--- config.mk ---
export PLATFORM = sky130hd
export DESIGN_NAME = uart_tx_frame_flat
export DESIGN_NICKNAME = d
export VERILOG_FILES = /design/src/rtl/uart_tx_frame_if.sv /design/src/rtl/uart_tx_frame.sv /design/src/flat_wrapper.sv
export SDC_FILE = /design/constraint.sdc
export NUM_CORES = 1
export LEC_CHECK = 0
export CAP_MARGIN = 20
export CORE_MARGIN = 1.5
export CORE_UTILIZATION = 45
export DETAILED_ROUTE_END_ITERATION = 8
export GPL_TIMING_DRIVEN = 0
export HOLD_SLACK_MARGIN = 0.08
export PLACE_DENSITY_LB_ADDON = 0.12
export SLEW_MARGIN = 40
export SYNTH_ARGS = -nofsm -noshare
export SYNTH_HDL_FRONTEND = slang
export SYNTH_SLANG_ARGS = --single-unit
--- constraint.sdc ---
create_clock -name sys_clk -period 1.9 [get_ports sys_clk]
set_clock_uncertainty 0.05 [all_clocks]
set_input_delay 0.38 -clock sys_clk [delete_from_list [all_inputs] [get_ports sys_clk]]
set_output_delay 0.38 -clock sys_clk [all_outputs]
set_load 0.01 [all_outputs]
--- src/rtl/uart_tx_frame_if.sv ---
// Valid/ready word handshake into the 7-bit UART frame transmitter.
interface uart_tx_frame_if;
  logic [6:0] data_in;
  logic       valid;
  logic       ready;

  modport master (output data_in, output valid, input ready);
  modport slave  (input data_in, input valid, output ready);
endinterface

--- src/rtl/uart_tx_frame.sv ---
// 7-bit even-parity UART frame transmitter, MSB first, one-word holding buffer.
// Frame: start(0), data[6:0] MSB first, parity (^data), stop(1).
// Optional macro UART_TX_BAUD_DIV_EN: compiles in a 16-bit bit-period counter so
// each bit lasts CLKS_PER_BIT cycles; otherwise each bit lasts one sys_clk cycle.
module uart_tx_frame #(
  parameter int unsigned CLKS_PER_BIT = 16
) (
  input  logic            sys_clk,
  input  logic            rst_n,
  uart_tx_frame_if.slave  bus,
  output logic            tx,
  output logic            busy
);

  typedef enum logic [2:0] {StIdle, StStart, StData, StParity, StStop} state_e;

  state_e     r_state;
  logic [6:0] r_shift;
  logic       r_parity;
  logic [2:0] r_bit_cnt;
  logic [6:0] r_hold;
  logic       r_hold_full;
  logic       r_tx;
  logic       r_busy;

  logic       w_tick;
  logic       w_accept;
  logic       w_stop_end;
  logic       w_to_hold;
  logic [6:0] w_load_word;

`ifdef UART_TX_BAUD_DIV_EN
  logic [15:0] r_baud;

  assign w_tick = (r_baud == 16'(CLKS_PER_BIT - 1));

  // Bit-period counter: idle and every bit boundary return it to 0, so each load restarts it.
  always_ff @(posedge sys_clk or negedge rst_n) begin
    if (!rst_n) begin
      r_baud <= '0;
    end else if (r_state == StIdle || w_tick) begin
      r_baud <= '0;
    end else begin
      r_baud <= r_baud + 16'd1;
    end
  end
`else
  logic w_unused_cpb;
  assign w_unused_cpb = ^CLKS_PER_BIT;
  assign w_tick       = 1'b1;
`endif

  assign bus.ready  = !r_hold_full;
  assign w_accept   = bus.valid && !r_hold_full;
  assign w_stop_end = (r_state == StStop) && w_tick;
  // A word accepted while a frame is running (and not at its last edge) waits in holding.
  assign w_to_hold  = (r_state != StIdle) && !w_stop_end;
  // The holding word takes priority over the input word at the end of STOP.
  assign w_load_word = (w_stop_end && r_hold_full) ? r_hold : bus.data_in;

  assign tx   = r_tx;
  assign busy = r_busy;

  // Frame sequencer with registered tx/busy and the holding-slot bookkeeping.
  always_ff @(posedge sys_clk or negedge rst_n) begin
    if (!rst_n) begin
      r_state     <= StIdle;
      r_shift     <= '0;
      r_parity    <= 1'b0;
      r_bit_cnt   <= '0;
      r_hold      <= '0;
      r_hold_full <= 1'b0;
      r_tx        <= 1'b1;
      r_busy      <= 1'b0;
    end else begin
      unique case (r_state)
        StIdle: begin
          if (w_accept) begin
            r_shift  <= w_load_word;
            r_parity <= ^w_load_word;
            r_tx     <= 1'b0;
            r_busy   <= 1'b1;
            r_state  <= StStart;
          end
        end
        StStart: begin
          if (w_tick) begin
            r_tx      <= r_shift[6];
            r_shift   <= {r_shift[5:0], 1'b0};
            r_bit_cnt <= '0;
            r_state   <= StData;
          end
        end
        StData: begin
          if (w_tick) begin
            if (r_bit_cnt == 3'd6) begin
              r_tx    <= r_parity;
              r_state <= StParity;
            end else begin
              r_tx      <= r_shift[6];
              r_shift   <= {r_shift[5:0], 1'b0};
              r_bit_cnt <= r_bit_cnt + 3'd1;
            end
          end
        end
        StParity: begin
          if (w_tick) begin
            r_tx    <= 1'b1;
            r_state <= StStop;
          end
        end
        StStop: begin
          if (w_tick) begin
            if (r_hold_full || w_accept) begin
              r_shift  <= w_load_word;
              r_parity <= ^w_load_word;
              r_tx     <= 1'b0;
              r_state  <= StStart;
            end else begin
              r_tx    <= 1'b1;
              r_busy  <= 1'b0;
              r_state <= StIdle;
            end
            if (r_hold_full) begin
              r_hold_full <= 1'b0;
            end
          end
        end
        default: begin
          r_state <= StIdle;
          r_tx    <= 1'b1;
          r_busy  <= 1'b0;
        end
      endcase

      if (w_accept && w_to_hold) begin
        r_hold      <= bus.data_in;
        r_hold_full <= 1'b1;
      end
    end
  end

endmodule

--- src/flat_wrapper.sv ---
// flat-port wrapper written by rule: the top's interface ports become plain ports
module uart_tx_frame_flat 
#(
  parameter int unsigned CLKS_PER_BIT = 16
)
  (sys_clk, rst_n, tx, busy, bus_data_in, bus_valid, bus_ready);
  uart_tx_frame_if bus_i ();
  input  logic sys_clk;
  input  logic rst_n;
  output logic tx;
  output logic busy;
  input wire logic [$bits(bus_i.data_in)-1:0] bus_data_in;
  input wire logic [$bits(bus_i.valid)-1:0] bus_valid;
  output wire logic [$bits(bus_i.ready)-1:0] bus_ready;
  assign bus_i.data_in = bus_data_in;
  assign bus_i.valid = bus_valid;
  assign bus_ready = bus_i.ready;
  uart_tx_frame #(.CLKS_PER_BIT(CLKS_PER_BIT)) u_core (.sys_clk(sys_clk), .rst_n(rst_n), .bus(bus_i), .tx(tx), .busy(busy));
endmodule
* Yosys cells after proc, flatten, opt, wreduce, memory -nomap -nowiden *
Cells that the tools add are included.

word-level totals
  output and inout port bits = 3
  register bits after elaboration = 24

operators by class
  muxes and demuxes = 23
  reductions and logical operators = 20
  add/subtract/negate cells = 1
  equal/unequal tests = 10
  bitwise logic cells = 1

operators with widths
  kind                                                   count
  two-way mux 7 bit                                      4
  case mux 7 bit (4 select lines)                        1
  case mux 3 bit (5 select lines)                        1
  two-way mux 1 bit                                      10
  two-way mux 3 bit                                      3
  parity 7 bit                                           1
  equality test 3 x 2 -> 1 bit, second input constant    2
  equality test 3 bit, second input constant             2
  inequality test 2 bit, second input constant           3
  case mux 3 bit (2 select lines)                        1
  AND reduction 3 bit                                    2
  nonzero test 2 bit                                     3
  logical AND 1 bit                                      4
  inequality test 2 x 1 -> 1 bit, second input constant  2
  case mux 1 bit (4 select lines)                        1
  AND reduction 2 bit                                    2
  AND reduction 4 bit                                    1
  nonzero test 4 bit                                     1
  adder 3 x 1 -> 3 bit, second input constant            1
  equality test 3 x 1 -> 1 bit, second input constant    1
  logical NOT 3 bit                                      1
  case mux 1 bit (3 select lines)                        1
  nonzero test 3 bit                                     1
  OR reduction 3 bit                                     1
  4 further kinds                                        5

* Depth between registers and ports, before layout *
Gate-level depths: netlist (run 1).

  depth in word-level cells = 6
  mapped depth = 6

* Least setup slack after synthesis (run 1) *
Ideal clock, no wire load.

  path type = reg-to-reg
  from = register u_core.r_state[0]
  to = register u_core.r_shift[2]
  path buffers = 1
  clock period less this slack = 1.767 ns
  path slack = 0.133 ns
  data arrival time = 1.592 ns
  required time = 1.725 ns
  setup time = 0.125 ns
  stages on the path, launching flop included = 6
  cell sequence = dfrtp_1 and4bb_1 buf_6 mux2_4 mux2_2 mux2_2

on the way
  word-level cells in the longest chain between the ends = 5
  elaborated cells between the ends (all ways) = 14

RTL lines
  what                                  line                                       text
  from (decl)                           uart_tx_frame.sv:17                        state_e r_state;
  from (signal assigned)                uart_tx_frame.sv:67                        r_state <= StIdle;
  from (signal assigned)                uart_tx_frame.sv:83                        r_state <= StStart;
  from (signal assigned)                uart_tx_frame.sv:91                        r_state <= StData;
  equality test 3 bit                   uart_tx_frame.sv:55, uart_tx_frame.sv:76
  logical AND 1 bit                     uart_tx_frame.sv:59                        assign w_load_word = (w_stop_end && r_hold_full) ? r_hold : bus.data_in;
  two-way mux 7 bit                     uart_tx_frame.sv:59
  two-way mux 7 bit (on tied branches)  uart_tx_frame.sv:114, uart_tx_frame.sv:78
  case mux 7 bit (4 select lines)       uart_tx_frame.sv:76                        unique case (r_state)
  to (signal assigned)                  uart_tx_frame.sv:79                        r_shift <= w_load_word;
  to (signal assigned)                  uart_tx_frame.sv:89                        r_shift <= {r_shift[5:0], 1'b0};
  to (signal assigned)                  uart_tx_frame.sv:115                       r_shift <= w_load_word;
  to (decl)                             uart_tx_frame.sv:18                        logic [6:0] r_shift;

Several ways; a longest one is shown, not always the timed one. The select of a mux whose other input is x is not followed.
A chain may end at the register's enable or synchronous reset.

* Final worst setup path (run 1) *
Same ends and word-level chain as after synthesis.

==> results of run 1 <==
-- flip-flops by register name, indices dropped and copies added, names as in the netlist --
| signal | count |
|---|---|
| u_core.r_hold_full | 1 |
| u_core.r_shift | 7 |
| u_core.r_state | 3 |
| u_core.r_bit_cnt | 3 |
| u_core.r_hold | 7 |
| u_core.r_parity | 1 |
| u_core.tx | 1 |
| u_core.busy | 1 |
-- area by class of cell --
class | count | area [sq um] | area share
timing repair buffer | 20 | 180 | 0.107
inverter | 5 | 18.8 | 0.0112
multi-input combinational | 81 | 753 | 0.449
tap | 33 | 41.3 | 0.0246
sequential | 24 | 602 | 0.359
buffer | 5 | 28.8 | 0.0172
clock inverter | 1 | 30.0 | 0.0179
clock buffer | 3 | 22.5 | 0.0134
-- worst max-delay path: cells and delay by family (launching register included) --
| family | cells | cell delay (ns) |
|---|---|---|
| mux | 3 | 0.84 |
| flops | 1 | 0.44 |
| buf+inv | 1 | 0.15 |
| simple gates | 1 | 0.28 |
-- Yosys cell counts (4+ instances only) --
cell / number
sky130_fd_sc_hd__a21oi_1: 5
sky130_fd_sc_hd__mux2_4: 5
sky130_fd_sc_hd__clkbuf_1: 4
sky130_fd_sc_hd__xnor2_1: 4
sky130_fd_sc_hd__xnor3_1: 4
sky130_fd_sc_hd__nor2_1: 6
sky130_fd_sc_hd__mux2_2: 13
sky130_fd_sc_hd__dfrtp_1: 23
sky130_fd_sc_hd__inv_1: 5
sky130_fd_sc_hd__mux2_1: 5
sky130_fd_sc_hd__mux2i_1: 6
-- stage by stage --
| stage | total power [mW] | TNS [ns] | utilization | worst slack (ns) |
|---|---|---|---|---|
| 2_1_floorplan | 2.09 | 0 | - | 0.133 |
| 3_3_place_gp | 2.36 | -0.583 | 0.520 | -0.101 |
| 3_5_place_dp | 2.41 | -0.735 | 0.518 | -0.137 |
| 4_1_cts | 2.89 | 0 | 0.546 | 0.0158 |
| 5_1_grt | 3.11 | -0.0164 | 0.558 | -0.0161 |
| 6_report | 2.88 | 0 | 0.558 | 0.0372 |
-- logic make-up after synthesis --
| logic type | count (synthesis) |
|---|---|
| XOR/XNOR | 9 |
| flip-flops | 24 |
| AO/OA/AOI/OAI | 21 |
| AND/OR/NAND/NOR | 20 |
| multiplexers | 29 |
| buffers and inverters | 11 |
| adder cells (fa/ha/maj) | 2 |
-- per-layer routing --
layer	global-route usage	wire (um)
met4	0.0779	50
met3	0.0198	50
met5	0	0
met1	0.216	1210
met2	0.302	1340
-- how the worst min path moves through the flow --
stage                                     to  slack (ns)  cells past startpoint
3_5_place_dp    u_core.r_hold[4]$_DFFE_PN0P_        0.36                      1
4_1_cts        u_core.r_shift[1]$_DFFE_PN0P_        0.46                      1
5_1_grt        u_core.r_shift[3]$_DFFE_PN0P_        0.49                      1
6_report       u_core.r_shift[1]$_DFFE_PN0P_        0.45                      1
2_1_floorplan        u_core.busy$_DFFE_PN0P_        0.03                      0
3_3_place_gp   u_core.r_shift[1]$_DFFE_PN0P_        0.42                      1
-- power by group --
| part | switching [mW] | internal [mW] |
|---|---|---|
| Sequential | 0.188 | 0.761 |
| Clock | 0.164 | 0.214 |
| Combinational | 0.629 | 0.925 |
-- timing repair --
item | 4_1_cts | 5_1_grt
setup buffers | 3 | 4
hold endpoints to repair | 23 | 0
setup endpoints to repair | 6 | 13
hold buffers | 1 | 0
gates resized for setup | 0 | 5
pin swaps | 1 | 0
==> impl_results.rst, run 1 <==
.. list-table::
   :header-rows: 1

   * - Metric
     - Value
   * - Initial antenna violation count
     - 0
   * - Measured slew at the worst slew-check pin
     - between 0.5 and 0.6 ns
   * - Critical-path maximum fanout
     - 8
   * - Diodes inserted
     - 0
   * - Total wirelength of the detailed-routed design
     - around 2700 um
   * - Post-DRT Antenna Nets
     - 0
   * - Max-slew violation count
     - 0
   * - Area Growth Syn to Fin
     - 19.9%
   * - Total global routing overflow
     - 0
   * - Critical Path Sink
     - u_core.r_shift[2]$_DFFE_PN0P_
   * - Share of layout cells above drive strength 1
     - 0.273
   * - Routed wire per std cell
     - between 15 and 20 um
   * - Number of instances in the synthesized netlist
     - between 100 and 150
   * - Largest net degree at the start of global routing
     - 25
   * - Portion of the post-synthesis area used by sequential elements
     - 0.430
   * - Count of non-filler cells in the finished layout
     - approximately 170
   * - Clock Root Buffer
     - sky130_fd_sc_hd__clkbuf_4
   * - Worst setup path class
     - reg -> reg
   * - Aggregate global-route resource usage
     - 0.174
   * - Post-synthesis area per instance
     - between 10 and 15 sq um
   * - Most common library cell in the layout ignoring fill and taps
     - sky130_fd_sc_hd__dfrtp_1
   * - Data arrival time of the critical path
     - between 2 and 2.5 ns
   * - Max Clock Freq
     - between 0.5 and 0.6 GHz
   * - Clock slew seen by the registers of the worst setup and hold paths
     - 0.14 ns
   * - Routability congestion estimate from global placement
     - 0.800
   * - Crit-path max cell delay
     - approximately 0.44 ns
   * - Cell Count Post-Placement
     - approximately 160
   * - Number of enable-type register cells in the synthesized netlist
     - 0
   * - Count of port buffers added during placement
     - 12
   * - Crit end category
     - register
   * - Ordered cell list for the critical path
     - and4bb_1 -> buf_6 -> mux2_4 -> mux2_2 -> mux2_2
   * - Tightest slew margin relative to the limit
     - 0.639
   * - Startpoint type of the worst setup path
     - register
   * - Hold Slack
     - about 0.45 ns
   * - Remaining design rule violation count
     - 0
   * - Most Frequent Cell on Critical Path
     - sky130_fd_sc_hd__mux2_2
   * - Main combinational cell family by area after synthesis
     - multiplexers
   * - Number of DRC markers after the initial detailed-route iteration
     - 12
   * - Total of endpoints with negative setup slack in the final report
     - 0
   * - Max-cap viol count
     - 0
   * - Source-to-sink clock delay at the later pin of the worst-skew pair
     - ~0.33 ns
   * - Placement Rows
     - 20
   * - Overall die area
     - roughly 3500 sq um
   * - Worst voltage drop across the vdd grid
     - ~810 uV
   * - Async set-or-reset flop fraction in the synthesized netlist
     - 1.00
   * - Routed vias/inst
     - 5.52
   * - Outcome
     - finished clean
   * - Worst hold path class
     - reg -> reg
   * - R2R cell count
     - 5
   * - Number of global-route vias before repair
     - 957
   * - Leakage
     - roughly 0.8 nW
   * - Compound-gate portion of the synthesized area
     - 0.0984
   * - Cell variety after synth
     - 35
   * - First-pass GRT wire length
     - 4390 um
   * - Die Width
     - 58.8 um
   * - Synth area leader
     - sky130_fd_sc_hd__dfrtp_1
   * - HPWL Detailed
     - approximately 1900 um
   * - Required @ worst endpoint
     - between 2 and 2.5 ns
   * - Critical R2R Capture
     - u_core.r_shift[2]$_DFFE_PN0P_
   * - Synthesized cell area
     - between 1000 and 1500 sq um
   * - Total of flip-flops plus latches after synthesis
     - 24
   * - Number of buffers on the longest clock path
     - 2
   * - Final layout net count
     - 152
   * - Time the worst path needs with I/O delays and setup
     - about 1.9 ns
   * - Number of top-level pins
     - 13
   * - Initial standard-cell utilization of the core
     - 0.466
   * - Iteration count of the initial detailed-routing pass
     - 2
   * - TritonCTS buffer count
     - 3
   * - Total placed instance area
     - approximately 1600 sq um
   * - CTS H-tree lvls
     - 1
   * - RSZ-0062 raised after global routing
     - true
   * - Mux contribution to synthesized area
     - 0.242
   * - Xor and xnor fraction of the mapped netlist area
     - 0.0957
   * - Startpoint of the most critical hold path
     - u_core.r_shift[1]$_DFFE_PN0P_
   * - Floorplan Core Area
     - 3000 sq um
   * - Worst-path cell with the longest stage delay
     - sky130_fd_sc_hd__dfrtp_1
   * - Number of hold-slack violations in the final timing report
     - 0
   * - Fraction of post-synthesis cell area in the top cell type by area
     - 0.411
   * - Highest-count cells in the layout ignoring fill and taps
     - sky130_fd_sc_hd__dfrtp_1 (23), sky130_fd_sc_hd__mux2_2 (13), sky130_fd_sc_hd__clkdlybuf4s50_1 (10), sky130_fd_sc_hd__buf_4 (7)
   * - Worst R2R Start
     - u_core.r_state[0]$_DFFE_PN0P_
   * - Clock tree from TritonCTS
     - done
   * - Post-synthesis share of cell area spent on full adders, half adders and majority gates
     - 0.0179
   * - PwrDens
     - between 1500 and 2000 nW/um^2
   * - Top cells by area in the synthesized netlist
     - sky130_fd_sc_hd__dfrtp_1 (41%), sky130_fd_sc_hd__mux2_2 (10%), sky130_fd_sc_hd__xnor3_1 (6.4%)
   * - Commonest register cell after synthesis
     - sky130_fd_sc_hd__dfrtp_1
   * - # clock sinks
     - 24
   * - Tcrit/Tclk final
     - 0.980
   * - Via count
     - around 950
   * - Flop-to-flop setup slack
     - between 0.03 and 0.04 ns
   * - Post-layout instance area
     - 1680 sq um
   * - Number of fillers in the final layout
     - between 200 and 300
   * - Die extent in y
     - 58.8 um
   * - Origin of the worst setup path
     - u_core.r_state[0]$_DFFE_PN0P_
   * - Simple-gate portion of the synthesized area
     - 0.0805
   * - Number of nets in the synthesized netlist
     - between 100 and 150
   * - Total of warnings raised by yosys
     - 0
Note: power is estimated with default switching activity, not from simulation.
==> inputs of run 2 (changes only) <==
Settings changed: GPL_TIMING_DRIVEN 0 to default.
==> run 2 against run 1 <==
  * Largest cell class unchanged
  * First-iteration DRC count up 92%
  * Combinational power up 7%
  * Setup slack better by 0.011 ns
  * Sequential cell count unchanged
  * Clock power about the same
  * Largest power group unchanged
  * Global-route usage down 0.51 points
  * Critical path type unchanged
==> impl_results.rst, run 2 (same netlist as run 1, synthesis figures left out) <==
.. list-table::
   :header-rows: 1

   * - Metric
     - Value
   * - R2R cell count
     - 5
   * - PwrDens
     - between 1500 and 2000 nW/um^2
   * - Most common library cell in the layout ignoring fill and taps
     - sky130_fd_sc_hd__dfrtp_1
   * - Switching power
     - between 1 and 1.5 mW
   * - Critical-path maximum fanout
     - 6
   * - Total global routing overflow
     - 0
   * - Clock Root Buffer
     - sky130_fd_sc_hd__clkbuf_4
   * - Critical Path Sink
     - u_core.r_shift[5]$_DFFE_PN0P_
   * - Origin of the worst setup path
     - u_core.r_state[0]$_DFFE_PN0P_
   * - Measured slew at the worst slew-check pin
     - around 0.36 ns
   * - Routed vias/inst
     - roughly 5.6
   * - Hold Slack
     - 0.352 ns
   * - Share of layout cells above drive strength 1
     - 0.291
   * - Flop-to-flop setup slack
     - ~0.048 ns
   * - Via count
     - approximately 970
   * - Iteration count of the initial detailed-routing pass
     - 5
   * - Initial standard-cell utilization of the core
     - 0.466
   * - Worst R2R Start
     - u_core.r_state[0]$_DFFE_PN0P_
   * - Worst setup path class
     - reg -> reg
   * - Amount of wire on met2 after detailed routing
     - between 1000 and 1500 um
   * - Number of global-route vias before repair
     - around 960
   * - Max Clock Freq
     - 0.540 GHz
   * - Max layer used
     - met4
   * - Post-layout instance area
     - roughly 1700 sq um
   * - CTS H-tree lvls
     - 1
   * - Startpoint type of the worst setup path
     - register
   * - Final layout net count
     - between 150 and 200
   * - Max-slew violation count
     - 0
   * - Number of buffers on the longest clock path
     - 2
   * - Crit end category
     - register
   * - Worst voltage drop across the vdd grid
     - around 760 uV
   * - TritonCTS buffer count
     - 3
   * - HPWL Detailed
     - 1890 um
   * - RSZ-0062 raised after global routing
     - true
   * - Time the worst path needs with I/O delays and setup
     - around 1.9 ns
   * - First-pass GRT wire length
     - approximately 4300 um
   * - Routability congestion estimate from global placement
     - roughly 0.74
   * - Count of port buffers added during placement
     - 12
   * - Combinational fraction of design power
     - 0.559
   * - Routed wire per std cell
     - around 15 um
   * - Diodes inserted
     - 0
   * - Remaining design rule violation count
     - 0
   * - Required @ worst endpoint
     - approximately 2.1 ns
   * - Worst-case setup slack after placement
     - -0.0328 ns
   * - Overall die area
     - about 3500 sq um
   * - Tcrit/Tclk final
     - 0.975
   * - Power share of the clock group
     - 0.126
   * - Count of non-filler cells in the finished layout
     - around 170
   * - Leakage
     - 0.818 nW
   * - Biggest registers after layout
     - u_core.r_hold (7), u_core.r_shift (7)
   * - Floorplan Core Area
     - around 3000 sq um
   * - Sequential group share of total power
     - 0.315
   * - Source-to-sink clock delay at the later pin of the worst-skew pair
     - 0.32 ns
   * - Critical R2R Capture
     - u_core.r_shift[5]$_DFFE_PN0P_
   * - Tightest slew margin relative to the limit
     - 0.763
   * - Worst hold path class
     - in -> async
   * - Die Width
     - about 60 um
   * - Highest-count cells in the layout ignoring fill and taps
     - sky130_fd_sc_hd__dfrtp_1 (23), sky130_fd_sc_hd__buf_4 (14), sky130_fd_sc_hd__mux2_2 (12), sky130_fd_sc_hd__clkdlybuf4s50_1 (11)
   * - Number of DRC markers after the initial detailed-route iteration
     - 23
   * - Total placed instance area
     - ~1600 sq um
   * - Outcome
     - finished clean
   * - P_int
     - 1.96 mW
   * - CTS hold repair buffers
     - 0
   * - Data arrival time of the critical path
     - 2.02 ns
   * - Total of endpoints with negative setup slack in the final report
     - 0
   * - Largest net degree at the start of global routing
     - 25
   * - Max-cap viol count
     - 0
   * - Die extent in y
     - 58.8 um
   * - Post-DRT Antenna Nets
     - 0
   * - Total wirelength of the detailed-routed design
     - around 2600 um
   * - Cell Count Post-Placement
     - between 150 and 200
   * - Share of total power consumed by net switching
     - 0.340
   * - Clock slew seen by the registers of the worst setup and hold paths
     - roughly 0.14 ns
   * - Initial antenna violation count
     - 0
   * - Wire length on met1
     - between 1000 and 1500 um
   * - Amount of wire on met3 after detailed routing
     - ~81 um
   * - Number of hold-slack violations in the final timing report
     - 0
   * - Area Growth Syn to Fin
     - 22.1%
   * - # clock sinks
     - 24
   * - Placement Rows
     - 20
   * - Clock tree from TritonCTS
     - done
   * - Number of top-level pins
     - 13
   * - Aggregate global-route resource usage
     - 0.168
   * - Worst setup slack after layout
     - roughly 0.048 ns
[run 2: cell count changes in the layout (fill, tap and decap cells not counted)]
cell                              before  now
sky130_fd_sc_hd__clkdlybuf4s50_1      10   11
sky130_fd_sc_hd__mux2_4                5    6
sky130_fd_sc_hd__clkbuf_1              2    0
sky130_fd_sc_hd__dlygate4sd3_1         1    0
sky130_fd_sc_hd__clkbuf_2              1    0
sky130_fd_sc_hd__buf_4                 7   14
sky130_fd_sc_hd__ha_1                  1    2
sky130_fd_sc_hd__ha_2                  1    0
sky130_fd_sc_hd__buf_2                 2    0
sky130_fd_sc_hd__mux2_2               13   12
[run 2: power groups by stage]
stage	Clock, mW	Sequential, mW	Combinational, mW
floorplan	0	0.921	1.17
global placement	0	0.942	1.49
detailed placement	0	0.952	1.56
CTS	0.387	0.941	1.63
global route	0.405	0.970	1.81
finish	0.375	0.937	1.66
[run 2: timing repair]
action | 4_1_cts | 5_1_grt
endpoints found under the setup margin | 2 | 7
gates resized for setup | 0 | 4
pin swaps | 1 | 0
setup buffers | 2 | 1
[run 2: how the worst min path moves through the flow]
stage / start / end / slack [ns] / cells after the start
finish: rst_n / u_core.r_hold[5]$_DFFE_PN0P_ / 0.35 / 2
global route: rst_n / u_core.r_hold[5]$_DFFE_PN0P_ / 0.38 / 2
CTS: rst_n / u_core.r_shift[2]$_DFFE_PN0P_ / 0.35 / 2
detailed placement: u_core.r_shift[1]$_DFFE_PN0P_ / u_core.r_shift[1]$_DFFE_PN0P_ / 0.43 / 1
global placement: u_core.r_shift[1]$_DFFE_PN0P_ / u_core.r_shift[1]$_DFFE_PN0P_ / 0.42 / 1
floorplan: rst_n / u_core.busy$_DFFE_PN0P_ / 0.03 / 0
[run 2: final cells by class]
type	instances	area, sq um
repair buffers	27	239
inverters	5	18.8
flip-flops and latches	24	602
clock buffers	3	22.5
multi-input cells	81	754
well taps	33	41.3
fillers	256	1290
clock inverters	1	30.0
[run 2: worst max-delay path, stage by stage (launching register included)]
cell and delay, ns:
sky130_fd_sc_hd__dfrtp_1 0.45, sky130_fd_sc_hd__and4bb_1 0.29, sky130_fd_sc_hd__buf_6 0.14, sky130_fd_sc_hd__mux2_4 0.30, sky130_fd_sc_hd__mux2_2 0.26, sky130_fd_sc_hd__mux2_2 0.26
[run 2: stage by stage]
step | utilization | power, mW | TNS (ns)
2_1_floorplan | - | 2.09 | 0
3_3_place_gp | 0.539 | 2.43 | 0
3_5_place_dp | 0.539 | 2.51 | -0.123
4_1_cts | 0.562 | 2.96 | 0
5_1_grt | 0.569 | 3.18 | -0.0229
6_report | 0.569 | 2.98 | 0
[run 2: layer usage]
metal	track usage	up-vias
li1	-	469
met1	0.231	482
met2	0.268	16
met3	0.0242	5
met4	0.0682	0
met5	0	-
==> inputs of run 3 (changes only) <==
Settings changed: CORE_MARGIN 1.5 to default, CORE_UTILIZATION 45 to 35.
==> run 3 against run 2 <==
  * Sequential cell count unchanged
  * Combinational power fell by 7%
  * Clock power down 7.5%
  * Via count is 3.9% lower
  * Global-route usage is 2.9 points lower
  * Register-to-register slack better by 0.03 ns
  * Sequential share of layout area shrank 0.76 points
  * Fmax rose by 1.6%
  * Non-clock buffer count fell by 1
  * Wire length rose by 0.38%
  * Critical path type unchanged
  * Largest power group unchanged
==> impl_results.rst, run 3 (same netlist as run 1, synthesis figures left out) <==
.. list-table::
   :header-rows: 1

   * - Metric
     - Value
   * - Measured slew at the worst slew-check pin
     - 0.447 ns
   * - Clock tree from TritonCTS
     - done
   * - Diodes inserted
     - 0
   * - Total placed instance area
     - 1690 sq um
   * - Tightest slew margin relative to the limit
     - 0.701
   * - Setup fix buffers added after clock tree synthesis
     - 0
   * - Number of global-route vias before repair
     - roughly 1000
   * - Total of endpoints with negative setup slack in the final report
     - 0
   * - Worst setup slack after layout
     - 0.0773 ns
   * - Final layout net count
     - 153
   * - Biggest registers after layout
     - u_core.r_hold (7), u_core.r_shift (7)
   * - Post-CTS sizing
     - 0
   * - Tcrit/Tclk final
     - 0.959
   * - Highest-count cells in the layout ignoring fill and taps
     - sky130_fd_sc_hd__dfrtp_1 (23), sky130_fd_sc_hd__mux2_2 (13), sky130_fd_sc_hd__clkdlybuf4s50_1 (12), sky130_fd_sc_hd__buf_4 (11)
   * - Number of buffers on the longest clock path
     - 2
   * - Placement Rows
     - 22
   * - Via count
     - a little over 900
   * - Die extent in y
     - 65.2 um
   * - # clock sinks
     - 24
   * - Max Clock Freq
     - around 0.55 GHz
   * - TritonCTS buffer count
     - 3
   * - RSZ-0062 raised after global routing
     - false
   * - Most Frequent Cell on Critical Path
     - sky130_fd_sc_hd__mux2_2
   * - Worst setup path class
     - reg -> reg
   * - Overall die area
     - about 4300 sq um
   * - Count of port buffers added during placement
     - 12
   * - Origin of the worst setup path
     - u_core.r_state[1]$_DFFE_PN0P_
   * - HPWL Detailed
     - slightly below 2000 um
   * - CTS H-tree lvls
     - 1
   * - Worst R2R Start
     - u_core.r_state[1]$_DFFE_PN0P_
   * - CTS hold repair buffers
     - 0
   * - Data arrival time of the critical path
     - 1.93 ns
   * - First-pass GRT wire length
     - 4570 um
   * - Crit end category
     - register
   * - Floorplan Core Area
     - about 3700 sq um
   * - Post-DRT Antenna Nets
     - 0
   * - Required @ worst endpoint
     - around 2.0 ns
   * - Time the worst path needs with I/O delays and setup
     - approximately 1.8 ns
   * - Routed vias/inst
     - 4.97
   * - Largest net degree at the start of global routing
     - 18
   * - Share of layout cells above drive strength 1
     - 0.279
   * - Worst hold path class
     - in -> async
   * - Post-layout instance area
     - about 1700 sq um
   * - Ordered cell list for the critical path
     - and4bb_1 -> buf_12 -> mux2_4 -> mux2_2 -> mux2_2
   * - Number of DRC markers after the initial detailed-route iteration
     - 57
   * - Startpoint type of the worst setup path
     - register
   * - Critical-path maximum fanout
     - 8
   * - Clock Root Buffer
     - sky130_fd_sc_hd__clkbuf_8
   * - Number of hold-slack violations in the final timing report
     - 0
   * - Worst-case setup slack after placement
     - -0.0219 ns
   * - Clock slew seen by the registers of the worst setup and hold paths
     - ~0.090 ns
   * - Most common library cell in the layout ignoring fill and taps
     - sky130_fd_sc_hd__dfrtp_1
   * - Source-to-sink clock delay at the later pin of the worst-skew pair
     - around 0.26 ns
   * - Initial antenna violation count
     - 0
   * - Routed wire per std cell
     - roughly 14 um
   * - Remaining design rule violation count
     - 0
   * - Crit-path max cell delay
     - between 0.3 and 0.4 ns
   * - Leakage
     - about 0.8 nW
   * - Die Width
     - 65.2 um
   * - Max-cap viol count
     - 0
   * - Hold Slack
     - ~0.37 ns
   * - Outcome
     - finished clean
   * - Routability congestion estimate from global placement
     - approximately 0.76
   * - Initial standard-cell utilization of the core
     - 0.374
   * - Area Growth Syn to Fin
     - 24.8%
   * - Worst-path cell with the longest stage delay
     - sky130_fd_sc_hd__dfrtp_1
   * - Iteration count of the initial detailed-routing pass
     - 4
   * - Total wirelength of the detailed-routed design
     - ~2600 um
   * - Worst voltage drop across the vdd grid
     - around 580 uV
   * - Number of top-level pins
     - 13
   * - PwrDens
     - 1620 nW/um^2
   * - Total global routing overflow
     - 0
   * - Aggregate global-route resource usage
     - 0.140
   * - Max-slew violation count
     - 0
run 3: cell count changes in the layout (fill, tap and decap cells not counted), sizes merged:
cell and delta:
bufinv -1, clkdlybuf4s50 +1, clkbuf +1, dlymetal6s2s -1
buf -1
run 3: final cells by class:
cell class | instances | area, sq um
inverters | 5 | 18.8
clock buffers | 4 | 55.1
well taps | 48 | 60.1
flip-flops and latches | 24 | 602
fillers | 380 | 2000
repair buffers | 26 | 263
multi-input cells | 81 | 747
run 3: stage by stage:
stage                     TNS, ns  power [mW]  instances   util
after detailed placement  -0.0955        2.51        184  0.452
after global placement     -0.111        2.48        184  0.452
after global routing            0        3.07        188  0.466
final                           0        2.83        188  0.466
after floorplan                 0        2.09        116      -
after CTS                       0        2.86        188  0.466
run 3: worst max-delay path: cells and delay by family, from the launching register on:
family / cells / cell delay (ns)
buf+inv: 1 / 0.15
mux: 3 / 0.82
flops: 1 / 0.38
simple gates: 1 / 0.31
run 3: power breakdown:
part / switching [mW] / leakage [nW] / internal, mW
logic: 0.628 / 0.481 / 0.922
registers: 0.171 / 0.290 / 0.763
clock network: 0.162 / 0.0288 / 0.185
total: 0.962 / 0.799 / 1.87
run 3: routing by layer:
layer / vias to the layer above / GRT usage / part of all wire / routed length, um
met5: - / 0 / 0 / 0
met4: 0 / 0.0245 / 0.0069 / 18
met3: 2 / 0.0260 / 0.028 / 74
met2: 11 / 0.226 / 0.45 / 1180
met1: 457 / 0.196 / 0.51 / 1340
li1: 464 / - / - / -
run 3: path summary, 6_finish.rpt:
path | cells after the start | end | slack [ns]
hold reg to reg | 1 | u_core.r_shift[1]$_DFFE_PN0P_ | 0.45
max in group asynchronous | 2 | u_core.r_hold[0]$_DFFE_PN0P_ | 0.99
hold / removal | 1 | u_core.busy$_DFFE_PN0P_ | 0.37
setup / recovery | 5 | u_core.r_shift[2]$_DFFE_PN0P_ | 0.08
setup reg to reg | 5 | u_core.r_shift[2]$_DFFE_PN0P_ | 0.08
min in group sys_clk | 1 | u_core.r_shift[1]$_DFFE_PN0P_ | 0.45
==> RTL edit 1, RTL diff (settings of run 3) <==
Re-encode `state_e` (5 states) as one-hot, 5 bits wide.
--- a/src/rtl/uart_tx_frame.sv
+++ b/src/rtl/uart_tx_frame.sv
@@ -12,7 +12,7 @@
   output logic            busy
 );
 
-  typedef enum logic [2:0] {StIdle, StStart, StData, StParity, StStop} state_e;
+  typedef enum logic [4:0] {StIdle = 5'b00001, StStart = 5'b00010, StData = 5'b00100, StParity = 5'b01000, StStop = 5'b10000} state_e;
 
   state_e     r_state;
   logic [6:0] r_shift;
Function: same outputs for any inputs over 10 cycles, from zero or initial values and one cycle with rst_n low; not proved beyond that.
==> RTL edit 1 against run 3 <==
  * The run now ends with negative setup slack left
  * Final area rose by 14%
  * Routed wire length increased by 28%
  * Worst setup slack worse by 0.082 ns
  * Sequential cell count increased by 2
  * First-iteration DRC count down 1.8%
  * Non-clock buffer count is 11 higher
  * Final cell count grew 27%
  * Synthesized area is 8.2% higher
  * Via count is 32% higher
  * Global-route usage grew 3.3 points
  * Largest cell class unchanged
Power is not compared: it rests on default switching activity, and its combinational part moved more than twofold at a synthesized area within 25%.
==> RTL edit 1: results (changes against run 3) <==
SYNTH_FP_NETS=168  # was 128
MET3_USAGE_PCT=4.22  # was 2.60%
CRITPATHTOPFAMILY='flip-flops'  # was multiplexers
POSTLAYOUTSETUPSLACKWORST_NS=-0.00432  # was 0.0773 ns
SYNTH_CELL_TYPES=41  # was 35
VIOLATED_CHECKS='negative setup slack'
SEQ_AREA_FRAC_SYNTH_PCT=43.1  # was 43.0%
PLACEMENT.CELL_AREA_UM2=1820  # was 1690 µm²
MAX_FANOUT_ON_CRITICAL_PATH=7  # was 8
VIAS=1230  # was 934
ROUTEDLENGTHMET1_UM=1740  # was 1340 µm
NETLIST_TOP_CELLS_AREA='dfrtp_1, mux2_2, xnor2_1'  # was dfrtp_1, mux2_2, xnor3_1
DR_WL_MET3_UM=121  # was 74 µm
SETUP_VIOL_COUNT_FINAL=1  # was 0
SYNTHTOPCELLSBYCOUNT='dfrtp_1, nand2_1, mux2_2, nor2_1, xnor2_1'  # was dfrtp_1, mux2_2, mux2i_1, nor2_1
DRIVE_GT1_SHARE_PCT=33.9  # was 27.9%
REG_TOP3='u_core.r_hold: 7 flops, u_core.r_shift: 7 flops, u_core.r_state: 5 flops'  # was u_core.r_hold: 7 flops, u_core.r_shift: 7 flops
DR_WL_MET2_UM=1470  # was 1180 µm
GRTUSAGEMET1_PCT=23.4  # was 19.6%
RUN_STATUS='complete, but fails checks'  # was complete, no violations
TRACK_USAGE_PCT=17.3  # was 14.0%
FILLER_CELL_COUNT=395  # was 380
HOLD_SLACK_NS=0.421  # was 0.375 ns
DP.CELLS=231  # was 184
WORST_PATH_LARGEST_CELL_DELAY_NS=0.58  # was 0.38 ns
NUMBER_OF_BUFFERS_ADDED_FOR_SETUP_AFTER_CTS=2  # was 0
[RTL edit 1: cell types whose count changed after synthesis, moves of 4 or more]
cell,delta
nand2_1,+19
a31oi_1,+5
xnor3_1,-4
mux2i_1,-5
mux2_1,-5
nand3_1,+4
xnor2_1,+6
mux2_4,-5
nor2_1,+8
[RTL edit 1: kinds of logic after synthesis]
family / count (synthesis) / synth area share (%)
AO/OA/AOI/OAI: 24 / 10.4
XOR/XNOR: 15 / 9.17
adder cells (fa/ha/maj): 2 / 1.65
buffers and inverters: 13 / 4.21
flip-flops: 26 / 43.1
multiplexers: 15 / 11.1
AND/OR/NAND/NOR: 61 / 20.3
[RTL edit 1: area by class of cell]
cell class | count | share of cell area, %
repair buffers | 37 | 16.4
multi-input cells | 118 | 43.1
inverters | 4 | 0.754
clock buffers | 3 | 2.07
flip-flops and latches | 26 | 33.0
well taps | 50 | 3.14
clock inverters | 1 | 1.51
==> RTL edit 2, RTL diff (config.mk and constraints of run 3) <==
Without the edit above. Add a define of `UART_TX_BAUD_DIV_EN`.
--- a/src/rtl/uart_tx_frame.sv
+++ b/src/rtl/uart_tx_frame.sv
@@ -2,6 +2,8 @@
 // Frame: start(0), data[6:0] MSB first, parity (^data), stop(1).
 // Optional macro UART_TX_BAUD_DIV_EN: compiles in a 16-bit bit-period counter so
 // each bit lasts CLKS_PER_BIT cycles; otherwise each bit lasts one sys_clk cycle.
+`define UART_TX_BAUD_DIV_EN
+
 module uart_tx_frame #(
   parameter int unsigned CLKS_PER_BIT = 16
 ) (
Formal check against the unedited RTL: not equivalent (Yosys sat finds a counterexample within 4 cycles, from zero or initial values and one cycle with rst_n low).
==> RTL edit 2 against run 3 <==
  * The run now ends with negative setup slack left
  * Total power is 8.3% higher
  * Routed wire length is 92% higher
  * Critical path type unchanged
  * Worst setup slack worse by 0.10 ns
  * Sequential cell count is 16 higher
  * Hold slack better by 0.091 ns
  * Synthesized area is 64% higher
  * Count of clock-buffer cells in the layout is 2 higher
  * Critical path depth is 3 higher
  * Critical endpoint is now u_core.tx
  * Largest power group unchanged
  * Clock power is 73% higher
  * Sequential power is 31% higher
  * Final area is 73% higher
==> RTL edit 2: results (changes against run 3) <==
POSTLAYOUTSETUPSLACKWORST_NS=-0.0245  # was 0.0773 ns
VIOLATED_CHECKS='negative setup slack'
SYNTH_CELL_TYPES=47  # was 35
CRITICAL_PATH.MOST_COMMON_CELL='buf_4'  # was mux2_2
CRITPATHTOPFAMILY='flip-flops'  # was multiplexers
PLACEMENT.CELL_AREA_UM2=2820  # was 1690 µm²
POST-PLACE-WS_NS=-0.299  # was -0.0219 ns
GRT_PASS1_VIAS=1849  # was 998
HOLD_PATH_CLASS='reg2reg'  # was in2async
FINAL_NON_FILLER_CELL_TOTAL=364  # was 188
SYNTHTOPCELLSBYCOUNT='dfrtp_1, nor2_1, nand2_1, xnor2_1, xor2_1'  # was dfrtp_1, mux2_2, mux2i_1, nor2_1
DP.CELLS=352  # was 184
WORST_PATH_LARGEST_CELL_DELAY_NS=0.40  # was 0.38 ns
GRT_START_MAX_NET_PINS=24  # was 18
POSTROUTEWIRELENGTH_UM=5020  # was 2620 µm
NUMBER_OF_LEVELS_IN_THE_CLOCK_H_TREE=2  # was 1
WORST_SLEW_MARGIN_REL_PCT=69.0  # was 70.1%
SETUP_TOTAL_NEGATIVE_SLACK_NS=-0.0738  # was 0 ns
ROUTED_VIA_DENSITY=5.01  # was 4.97
GPL_WTD_CONG=0.758  # was 0.765
GRT_PASS1_WL_UM=8710  # was 4570 µm
SYNTH_FP_NETS=241  # was 128
TOTAL_POWER_OF_THE_FINAL_LAYOUT_mW=3.07  # was 2.83 mW
WORSTPATHARRIVAL_NS=2.10  # was 1.93 ns
NETSWITCHINGFRACTION_PCT=34.7  # was 34.0%
CRITPATHCAPTURE='u_core.tx'  # was u_core.r_shift[2]
SETUP_VIOL_COUNT_FINAL=5  # was 0
RUN_STATUS='complete, but fails checks'  # was complete, no violations
-- RTL edit 2: layout make-up --
class | count | area [µm²]
clock inverters | 2 | 10.0
well taps | 77 | 96.3
fillers | 607 | 3330
multi-input cells | 174 | 1290
repair buffers | 60 | 513
inverters | 5 | 18.8
clock buffers | 6 | 82.6
flip-flops and latches | 40 | 1000
-- RTL edit 2: logic make-up after synthesis --
kind of cell	synth area share, %
XOR/XNOR	10.3
AO/OA/AOI/OAI	11.9
multiplexers	7.73
buffers and inverters	3.10
AND/OR/NAND/NOR	21.8
adder cells (fa/ha/maj)	1.63
flip-flops	43.6
-- RTL edit 2: metal layers --
layer  vias to the layer above  track usage (%)  wire (µm)
met5                         -                0          0
met4                         0             6.11         90
met3                         8             2.98        124
met2                        24             24.7       2250
met1                       868             21.4       2560
li1                        923                -          -
-- RTL edit 2: timing repair --
item,CTS,global route
hold buffers,1,0
setup buffers,1,1
hold endpoints to repair,16,0
cloned,1,0
pin swaps,8,4
setup endpoints to repair,20,36
gates resized for setup,18,7
